===== config.mk =====
export PLATFORM = sky130hd
export DESIGN_NAME = cdb_arbiter
export DESIGN_NICKNAME = d
export VERILOG_FILES = /design/src/rtl/cdb_arbiter.sv
export SDC_FILE = /design/constraint.sdc
export NUM_CORES = 1
export LEC_CHECK = 0
export ABC_AREA = 0
export CAP_MARGIN = 20
export CELL_PAD_IN_SITES_DETAIL_PLACEMENT = 0
export CELL_PAD_IN_SITES_GLOBAL_PLACEMENT = 2
export CORE_MARGIN = 2
export CORE_UTILIZATION = 38
export CTS_BUF_LIST = sky130_fd_sc_hd__clkbuf_4 sky130_fd_sc_hd__clkbuf_8
export DETAILED_ROUTE_END_ITERATION = 10
export PLACE_DENSITY_LB_ADDON = 0.12
export RECOVER_POWER = 100
export SLEW_MARGIN = 20
export SYNTH_ARGS = -nofsm -noshare
export SYNTH_HDL_FRONTEND = slang
export SYNTH_SLANG_ARGS = --single-unit

===== constraint.sdc =====
create_clock -name clk -period 6 [get_ports clk]
set_clock_uncertainty 0.05 [all_clocks]
set_input_delay 0.6 -clock clk [delete_from_list [all_inputs] [get_ports clk]]
set_output_delay 0.6 -clock clk [all_outputs]
set_load 0.02 [all_outputs]

===== src/rtl/cdb_arbiter.sv =====
// Result collector ahead of the CDB: per-FU FIFOs, round-robin pick, registered broadcast packet.
// Optional perf counters are enabled by defining CDB_PERF_CNT_EN.
module cdb_arbiter #(
  parameter int NUM_FU     = 4,
  parameter int FIFO_DEPTH = 2,
  parameter int PREG_WIDTH = 6,
  parameter int ROB_DEPTH  = 16
) (
  input  logic                                   clk,
  input  logic                                   rst,
  input  logic                                   flush,
  input  logic [NUM_FU-1:0]                      fu_valid,
  output logic [NUM_FU-1:0]                      fu_ready,
  input  logic [NUM_FU*PREG_WIDTH-1:0]           fu_pd,
  input  logic [NUM_FU*5-1:0]                    fu_rd,
  input  logic [NUM_FU*$clog2(ROB_DEPTH)-1:0]    fu_rob_idx,
  input  logic [NUM_FU*32-1:0]                   fu_data,
  input  logic [NUM_FU-1:0]                      fu_regf_we,
  input  logic [NUM_FU-1:0]                      fu_jump,
  input  logic [NUM_FU*32-1:0]                   fu_jump_pc,
  output logic                                   valid_to_broadcast,
  output logic                                   regf_we_reg,
  output logic                                   jump_reg,
  output logic [31:0]                            jump_pc_next_reg,
  output logic [PREG_WIDTH-1:0]                  pd_cdb,
  output logic [4:0]                             rd_cdb,
  output logic [$clog2(ROB_DEPTH)-1:0]           rob_idx_cdb,
  output logic [31:0]                            data_cdb,
  output logic [31:0]                            perf_bcast_cnt,
  output logic [31:0]                            perf_stall_cnt
);

  localparam int RW = $clog2(ROB_DEPTH);
  localparam int PW = $clog2(FIFO_DEPTH);
  localparam int CW = $clog2(FIFO_DEPTH + 1);
  localparam int FW = (NUM_FU > 1) ? $clog2(NUM_FU) : 1;

  typedef struct packed {
    logic [PREG_WIDTH-1:0] pd;
    logic [4:0]            rd;
    logic [RW-1:0]         rob_idx;
    logic [31:0]           data;
    logic                  regf_we;
    logic                  jump;
    logic [31:0]           jump_pc;
  } entry_t;

  entry_t          mem_r    [NUM_FU][FIFO_DEPTH];
  logic [PW-1:0]   wr_ptr_r [NUM_FU];
  logic [PW-1:0]   rd_ptr_r [NUM_FU];
  logic [CW-1:0]   count_r  [NUM_FU];
  logic [FW-1:0]   rr_ptr_r;

  entry_t          in_entry_s [NUM_FU];
  logic [NUM_FU-1:0] push_s;
  logic [NUM_FU-1:0] pop_s;
  logic            win_valid_s;
  logic [FW-1:0]   win_idx_s;
  logic [FW-1:0]   next_rr_s;
  entry_t          head_s;

  // Slice the flat FU buses into per-unit entries and derive ready/push.
  always_comb begin
    for (int i = 0; i < NUM_FU; i++) begin
      in_entry_s[i].pd      = fu_pd[i*PREG_WIDTH +: PREG_WIDTH];
      in_entry_s[i].rd      = fu_rd[i*5 +: 5];
      in_entry_s[i].rob_idx = fu_rob_idx[i*RW +: RW];
      in_entry_s[i].data    = fu_data[i*32 +: 32];
      in_entry_s[i].regf_we = fu_regf_we[i];
      in_entry_s[i].jump    = fu_jump[i];
      in_entry_s[i].jump_pc = fu_jump_pc[i*32 +: 32];
      // No pop-through: readiness depends only on the registered count.
      fu_ready[i]           = (count_r[i] < CW'(FIFO_DEPTH));
      push_s[i]             = fu_valid[i] & fu_ready[i];
    end
  end

  // Round-robin scan from rr_ptr for the first non-empty FIFO.
  always_comb begin
    win_valid_s = 1'b0;
    win_idx_s   = '0;
    for (int k = 0; k < NUM_FU; k++) begin
      automatic int cand = (int'(rr_ptr_r) + k) % NUM_FU;
      if (!win_valid_s && (count_r[cand] != '0)) begin
        win_valid_s = 1'b1;
        win_idx_s   = FW'(cand);
      end else begin
        win_idx_s   = win_idx_s;
      end
    end
    if (int'(win_idx_s) == NUM_FU - 1) begin
      next_rr_s = '0;
    end else begin
      next_rr_s = win_idx_s + FW'(1);
    end
    for (int i = 0; i < NUM_FU; i++) begin
      pop_s[i] = win_valid_s && (int'(win_idx_s) == i);
    end
    head_s = mem_r[win_idx_s][rd_ptr_r[win_idx_s]];
  end

  // FIFO storage; contents need no reset because pointers and counts gate them.
  always_ff @(posedge clk) begin
    for (int i = 0; i < NUM_FU; i++) begin
      if (push_s[i]) begin
        mem_r[i][wr_ptr_r[i]] <= in_entry_s[i];
      end
    end
  end

  // FIFO pointers and occupancy.
  always_ff @(posedge clk) begin
    for (int i = 0; i < NUM_FU; i++) begin
      if (rst || flush) begin
        wr_ptr_r[i] <= '0;
        rd_ptr_r[i] <= '0;
        count_r[i]  <= '0;
      end else begin
        if (push_s[i]) begin
          wr_ptr_r[i] <= wr_ptr_r[i] + PW'(1);
        end
        if (pop_s[i]) begin
          rd_ptr_r[i] <= rd_ptr_r[i] + PW'(1);
        end
        case ({push_s[i], pop_s[i]})
          2'b10:   count_r[i] <= count_r[i] + CW'(1);
          2'b01:   count_r[i] <= count_r[i] - CW'(1);
          default: count_r[i] <= count_r[i];
        endcase
      end
    end
  end

  // Broadcast register and round-robin pointer.
  always_ff @(posedge clk) begin
    if (rst) begin
      rr_ptr_r           <= '0;
      valid_to_broadcast <= 1'b0;
      regf_we_reg        <= 1'b0;
      jump_reg           <= 1'b0;
      jump_pc_next_reg   <= 32'd0;
      pd_cdb             <= '0;
      rd_cdb             <= 5'd0;
      rob_idx_cdb        <= '0;
      data_cdb           <= 32'd0;
    end else if (flush) begin
      rr_ptr_r           <= '0;
      valid_to_broadcast <= 1'b0;
      regf_we_reg        <= 1'b0;
      jump_reg           <= 1'b0;
    end else if (win_valid_s) begin
      rr_ptr_r           <= next_rr_s;
      valid_to_broadcast <= 1'b1;
      regf_we_reg        <= head_s.regf_we;
      jump_reg           <= head_s.jump;
      jump_pc_next_reg   <= head_s.jump_pc;
      pd_cdb             <= head_s.pd;
      rd_cdb             <= head_s.rd;
      rob_idx_cdb        <= head_s.rob_idx;
      data_cdb           <= head_s.data;
    end else begin
      valid_to_broadcast <= 1'b0;
    end
  end

`ifdef CDB_PERF_CNT_EN
  logic [31:0] perf_bcast_r;
  logic [31:0] perf_stall_r;

  // Performance counters survive flush; only rst clears them.
  always_ff @(posedge clk) begin
    if (rst) begin
      perf_bcast_r <= 32'd0;
      perf_stall_r <= 32'd0;
    end else begin
      if (win_valid_s && !flush) begin
        perf_bcast_r <= perf_bcast_r + 32'd1;
      end
      if (|(fu_valid & ~fu_ready)) begin
        perf_stall_r <= perf_stall_r + 32'd1;
      end
    end
  end

  assign perf_bcast_cnt = perf_bcast_r;
  assign perf_stall_cnt = perf_stall_r;
`else
  assign perf_bcast_cnt = 32'd0;
  assign perf_stall_cnt = 32'd0;
`endif

endmodule


* Word level (Yosys, flattened, before mapping)
Memories as Yosys holds them, arrays and structs flattened. A register that Yosys moved wholly into a read port is not among the register bits.
Index checks and enable logic that the tools add are counted.
** Word-level totals
- Register bits :: 84
- Bits in writable memories :: 664
- Bits of input ports :: 331
- Memories kept :: 4
** Memory list
- mem_r :: depth 4, width 162, rd ports 1, clocked after Yosys merged registers in 0, write ports 4, line 48 : entry_t mem_r [NUM_FU][FIFO_DEPTH];
- count_r :: depth 4, width 2, rd ports 8, clocked after Yosys merged registers in 1, write ports 4, line 51 : logic [CW-1:0] count_r [NUM_FU];
- rd_ptr_r :: depth 4, width 1, rd ports 5, clocked after Yosys merged registers in 0, write ports 4, line 50 : logic [PW-1:0] rd_ptr_r [NUM_FU];
- wr_ptr_r :: depth 4, width 1, rd ports 4, clocked after Yosys merged registers in 0, write ports 4, line 49 : logic [PW-1:0] wr_ptr_r [NUM_FU];
** Operators by class
- $add $sub $neg :: 20
- Order comparisons :: 13
- Equal/unequal tests :: 11
- Mux-type cells :: 109
- Bitwise operators :: 30
- Reduce and logical (&&, ||, !) cells :: 26
** Operator list (count)
- 162-bit two-way mux :: 4
- 81-bit two-way mux :: 7
- 81-bit demux with 1-bit select :: 4
- 1-bit two-way mux :: 75
- 2-bit two-way mux :: 19
- 1-bit OR :: 20
- 2-bit by 1-bit adder with 2-bit output (second input constant) :: 6
- 2-bit equality test (second input constant) :: 6
- 1-bit logical AND :: 11
- 2-bit by 1-bit equality test with 1-bit output (second input constant) :: 5
- 2-bit >= comparator (second input constant) :: 5
- 1-bit NOT with 2-bit output :: 5
- 2-bit OR reduction :: 5
- 1-bit adder (second input constant) :: 8
- 2-bit by 1-bit less-than comparator with 1-bit output (second input constant) :: 4
- 2-bit less-than comparator (second input constant) :: 4
- 2-bit nonzero test :: 4
- 2-bit by 1-bit subtractor with 2-bit output (second input constant) :: 4
- 2-bit adder (second input constant) :: 2
- 1-bit bitwise AND :: 4
- 1-bit zero test :: 3
- 2-bit zero test :: 1
- 2-bit AND reduction :: 1
- 1-bit logical OR :: 1
- 1-bit NOT :: 1

* Depth between registers and ports, before layout
Gate-level depths: netlist (run 1).
- Depth after elaboration :: 20
- Gate-level depth with buffers :: 15
- Mapped depth without buffers :: 12

* Worst setup path after synthesis (run 1)
Ideal clock, no wire load.
- Path kind :: register -> register
- Start point :: memory count_r[3][1] (netlist name)
- End point :: memory mem_r[3][100] (netlist name), enable pin
- Arrival :: 4.191 ns
- Required time :: 5.429 ns
- Setup slack :: 1.238 ns
- Stages on the path, launching flop included :: 4
- Path through :: edfxtp_1 inv_1 nand2_1 nor2_1
** RTL lines (line)
- start, declared :: 51
- end, declared :: 48

==> key figures, run 1 <==
STA
  • Worst-Margin Slew: 3.68 ns
  • Final hold slack: 0.395 ns
  • Peak Freq: 0.203 GHz
  • Setup violators final: 0
  • Fin. max-slew vios: 750
  • Unrepaired setup endpoints after global routing: no
  • Final TNS setup: 0 ns
  • Min Tclk post-route: 4.93 ns
  • Final worst-path setup slack: 1.07 ns
  • Final critical-path share of the clock period: 0.822
  • Headroom to the max-slew limit: -1.46
  • Final hold vios: 0

Detailed routing
  • Wire length on met3: 6270 um
  • Routed WL: 86900 um
  • Vias: 19000
  • Routed wire per std cell: 23.4 um
  • Via/cell ratio: 5.10
  • Met1 WL: 36400 um
  • Met2 wire length: 42100 um
  • TritonRoute pass-1 iters: 5
  • Uppermost layer routed: met5
  • Remaining DRCs: 0
  • Final ANT Viol Nets: 0
  • Initial DRC Count: 1282

Critical path
  • Critical R2R Launch: count_r[2][1]
  • Worst Path Required: 6.29 ns
  • Critical path capture point type: register
  • Crit path DAT: 5.22 ns
  • Worst Setup SP: count_r[2][1]
  • CP max FO: 43
  • Crit Path Category: reg -> reg
  • Nature of the critical path startpoint: register

Synthesis
  • Synth warnings: 0
  • Synth cell types: 45
  • Yosys top cell by area: edfxtp_1
  • Area contributors post-synth: edfxtp_1, dfxtp_1, a21oi_1
  • Seq/Total Area, Yosys: 0.740
  • Number of synthesized flops with an enable pin: 664
  • Mapped Cells: 2136
  • Synth Flop Type: edfxtp_1
  • Synth top area share: 0.681
  • Synthesized area per cell: 13.7 um^2
  • Mapped cell area: 29300 um^2
  • Asr flop ratio synth: 0
  • Seq cells post-synth: 750

Run status
  • Failing checks: capacitance limit, slew limit
  • Outcome: finished with violations

Die
  • # rows: 101
  • Die Span Y: 282 um
  • Die X: 282 um
  • Die Area: 79300 um^2
  • Core area: 76100 um^2
  • IO Pins: 481
  • Initial Utilization: 0.385

Clock network
  • Clk_lat worst skew: 0.75 ns
  • Setup Buffers After CTS: 0
  • Post-CTS Hold Buffers: 0
  • Cts repair resizes: 0
  • CTS tree: built
  • Clk buf depth: 3
  • CTS sink cnt: 750
  • H-tree levels: 4
  • Num CTS Buffers: 132
  • CTS root buffer: clkbuf_8
  • Clock transition at path regs: 0.06 ns

Placed design
  • Port Buffers: 416
  • Area after DPL: 34100 um^2
  • Place WS: 1.41 ns
  • Final HPWL DP: 50800 um
  • Cell count after placement: 3470
  • Placer congestion estimate: 0.778

Power and ir drop
  • Combinational power share: 0.476
  • Net Sw Frac: 0.416
  • Psw: 9.26 mW
  • Sequential Power Share: 0.309
  • Max rail drop VDD: 798 uV
  • Total design power: 22.3 mW
  • Clock power share: 0.215
  • Internal power: 13.0 mW
  • PwrDens: 606 nW/um^2
  • P_leak: 13.7 nW

Final layout
  • Finished Layout Cells: 3723
  • Layout cells sized above 1: 0.0937
  • Fill cell count: 6762
  • Final core occ: 0.483
  • Post-layout net count: 2916
  • Area growth from synthesis to layout: 25.5%
  • Finished Cell Area: 36800 um^2
  • Max FFs per register: 648

Global route
  • First-pass GRT wire length: 123000 um
  • GRT Total Usage: 0.216
  • Antenna violations before repair: 41
  • Largest net degree at the start of global routing: 142
  • Vias in the first global route: 19000
  • Grt ovf: 0

Min path
  • Min-Delay Path Class: reg -> reg
  • Hold Startpoint: jump_pc_next_reg[8]

Run
  • Number of max-cap violations: 16
[cell usage after synthesis (all sizes together) (11+ instances only)]
cell / count
nand2: 421
clkbuf: 57
mux2i: 81
dfxtp: 86
inv: 16
o21ai: 90
buf: 145
edfxtp: 664
nor3: 13
nor2: 20
a22oi: 160
a21oi: 329
ha: 11
[path summary, 6_finish.rpt]
path | end | slack (ns) | depth (start not counted)
worst max-delay path | mem_r[2][59] | 1.07 | 3
worst min-delay path | jump_pc_next_reg[8] | 0.40 | 2
worst max register to register | mem_r[2][59] | 1.07 | 3
worst min register to register | jump_pc_next_reg[8] | 0.40 | 2
[cells by family after synthesis]
kind of cell,Yosys count,synth area share
AOI/OAI and AO/OA,591,0.116
xor gates and xnor gates,5,0.00150
adders and majority gates,11,0.00470
buffers and inverters,218,0.0435
DFF,750,0.740
muxes,85,0.0301
other,1,0.000128
and+or+nand+nor,475,0.0639
[metal layers]
metal | track usage | vias up
met5 | 0 | -
met4 | 0.0697 | 14
met3 | 0.0537 | 159
met2 | 0.356 | 646
met1 | 0.280 | 9457
li1 | - | 8708
[layout make-up]
cell class	instances	area, um^2	share of cell area
diodes	14	35.0	0.000953
multi-input cells	1231	6620	0.180
clock buffers	193	2370	0.0644
repair buffers	443	4360	0.119
well taps	1030	1290	0.0351
clock inverters	46	347	0.00943
inverters	16	72.6	0.00197
flip-flops and latches	750	21700	0.589
[worst max-delay path, cell delays in order, from the launching register on]
cell	delay, ns
edfxtp_1	0.46
inv_1	0.14
and3_1	2.43
clkbuf_2	1.37
[power by group through the flow]
stage | combinational [mW] | clock (mW) | sequential (mW)
2_1_floorplan | 8.10 | 0 | 7.05
3_3_place_gp | 10.8 | 0 | 6.92
3_5_place_dp | 10.9 | 0 | 6.93
4_1_cts | 11.0 | 4.91 | 6.83
5_1_grt | 11.8 | 5.15 | 6.94
6_report | 10.6 | 4.78 | 6.88
[cell usage in the layout (no fill, tap or decap), drive strengths merged, types with 2 or more instances in the layout]
master / count
dfxtp: 86
a22oi: 160
nor2: 20
nand2: 421
nor3: 13
and3: 5
mux4: 2
inv: 22
clkbuf: 207
nor4: 2
o21ai: 90
conb: 64
buf: 13
clkinvlp: 5
ha: 11
nand3: 2
clkinv: 31
mux2: 2
dlygate4sd3: 411
o211ai: 4
clkdlybuf4s50: 5
diode: 14
xnor2: 3
edfxtp: 664
mux2i: 81
bufinv: 4
or2: 2
a21boi: 2
a21oi: 329
nor4b: 2
nor3b: 5
xor2: 2
Note: power is estimated with default switching activity, not from simulation.
==> run 2, diff against run 1 <==
clock period = 5.1 ns   (was 6 ns; I/O delays follow)
==> key figures, run 2 (synthesis results as in run 1) <==
Power and ir drop
  • Max rail drop VDD: 1000 uV
  • PwrDens: 704 nW/um^2
  • Total design power: 25.9 mW
  • P_leak: 13.6 nW

Global route
  • Antenna violations before repair: 47
  • Largest net degree at the start of global routing: 185
  • GRT Total Usage: 0.216
  • Vias in the first global route: 19000
  • First-pass GRT wire length: 123000 um
  • Grt ovf: 0

Clock network
  • Setup Buffers After CTS: 0
  • Num CTS Buffers: 132
  • Post-CTS Hold Buffers: 0
  • CTS root buffer: clkbuf_8
  • Clk_lat worst skew: 0.74 ns
  • CTS sink cnt: 750
  • CTS tree: built
  • Clock transition at path regs: 0.06 ns
  • Cts repair resizes: 0
  • H-tree levels: 4
  • Clk buf depth: 3

Detailed routing
  • Routed WL: 86800 um
  • Initial DRC Count: 1365
  • Vias: 18900
  • Remaining DRCs: 0
  • TritonRoute pass-1 iters: 5
  • Routed wire per std cell: 23.3 um
  • Via/cell ratio: 5.07
  • Final ANT Viol Nets: 0

Die
  • Die Span Y: 282 um
  • IO Pins: 481
  • # rows: 101
  • Core area: 76100 um^2
  • Die X: 282 um
  • Die Area: 79300 um^2
  • Initial Utilization: 0.385

Min path
  • Min-Delay Path Class: in -> reg
  • Worst hold path endpoint: mem_r[2][8]
  • Hold depth: 1
  • Hold Startpoint: fu_jump_pc[72]

Run status
  • Outcome: finished with violations
  • Failing checks: capacitance limit, slew limit

STA
  • Min Tclk post-route: 4.45 ns
  • Unrepaired setup endpoints after global routing: no
  • Fin. max-slew vios: 605
  • Final worst-path setup slack: 0.648 ns
  • Worst-Margin Slew: 3.80 ns
  • Setup violators final: 0
  • Final critical-path share of the clock period: 0.873
  • Headroom to the max-slew limit: -1.54
  • Final hold slack: 0.362 ns
  • Peak Freq: 0.225 GHz
  • Final TNS setup: 0 ns
  • Final hold vios: 0

Run
  • Number of max-cap violations: 13

Critical path
  • Crit path DAT: 5.05 ns
  • Critical R2R Launch: count_r[1][0]
  • RR Endpoint: data_cdb[6]
  • Nature of the critical path startpoint: register
  • Worst r2r path cells: 9
  • Worst Path Required: 5.70 ns
  • R2R setup slack: 0.65 ns
  • CP max FO: 83
  • Critical path capture point type: register
  • Crit Path Category: reg -> reg

Final layout
  • Post-layout net count: 2914
  • Commonest non-fill, non-tap cell in the layout: edfxtp_1
  • Finished Layout Cells: 3721
  • Finished Cell Area: 36700 um^2
  • Max FFs per register: 648
  • Commonest cells after routing, fill and taps aside: edfxtp_1, nand2_1, dlygate4sd3_1, a21oi_1, a22oi_1
  • Layout cells sized above 1: 0.0931
  • Final core occ: 0.482
  • Area growth from synthesis to layout: 25.4%

Placed design
  • Area after DPL: 34200 um^2
  • Final HPWL DP: 51100 um
  • Place WS: 0.789 ns
  • Port Buffers: 416
  • Placer congestion estimate: 0.822
  • Cell count after placement: 3468
## run 2: report_power, final
group	switching, mW	internal (mW)
combinational	8.03	4.35
sequential	0.336	7.73
clock	2.40	3.00
total	10.8	15.1
## run 2: layer usage
| metal | up-vias | global-route usage | wire length [um] | share of wire |
|---|---|---|---|---|
| li1 | 8719 | - | - | - |
| met1 | 9349 | 0.269 | 35600 | 0.41 |
| met2 | 630 | 0.364 | 43100 | 0.50 |
| met3 | 161 | 0.0548 | 5910 | 0.068 |
| met4 | 22 | 0.0758 | 2070 | 0.024 |
| met5 | - | 0 | 145 | 0.0017 |
## run 2: layout make-up
class,count,area [um^2]
clock inverters,42,214
clock buffers,195,2380
repair buffers,441,4420
well taps,1030,1290
flip-flops and latches,750,21700
inverters,16,72.6
multi-input cells,1231,6620
fillers,6845,39400
diodes,16,40.0
## run 2: worst max-delay path by stage
| stage | slack [ns] | endpoint | from |
|---|---|---|---|
| floorplan | 0.34 | mem_r[3][100] | count_r[3][1] |
| global placement | 0.86 | jump_pc_next_reg[14] | count_r[1][0] |
| detailed placement | 0.79 | jump_pc_next_reg[16] | count_r[1][0] |
| CTS | 0.78 | data_cdb[11] | count_r[1][0] |
| global route | 0.28 | jump_pc_next_reg[15] | count_r[1][0] |
| finish | 0.65 | data_cdb[6] | count_r[1][0] |
## run 2: worst max-delay path: stages (launching register included)
cell and delay (ns):
edfxtp_1 0.48, nor4b_1 0.47, nor4_1 0.16, a221oi_2 0.23
mux2_1 0.65, clkbuf_2 1.61, a21oi_1 0.07, a22oi_1 0.25
mux2i_1 0.10, o21ai_0 0.20
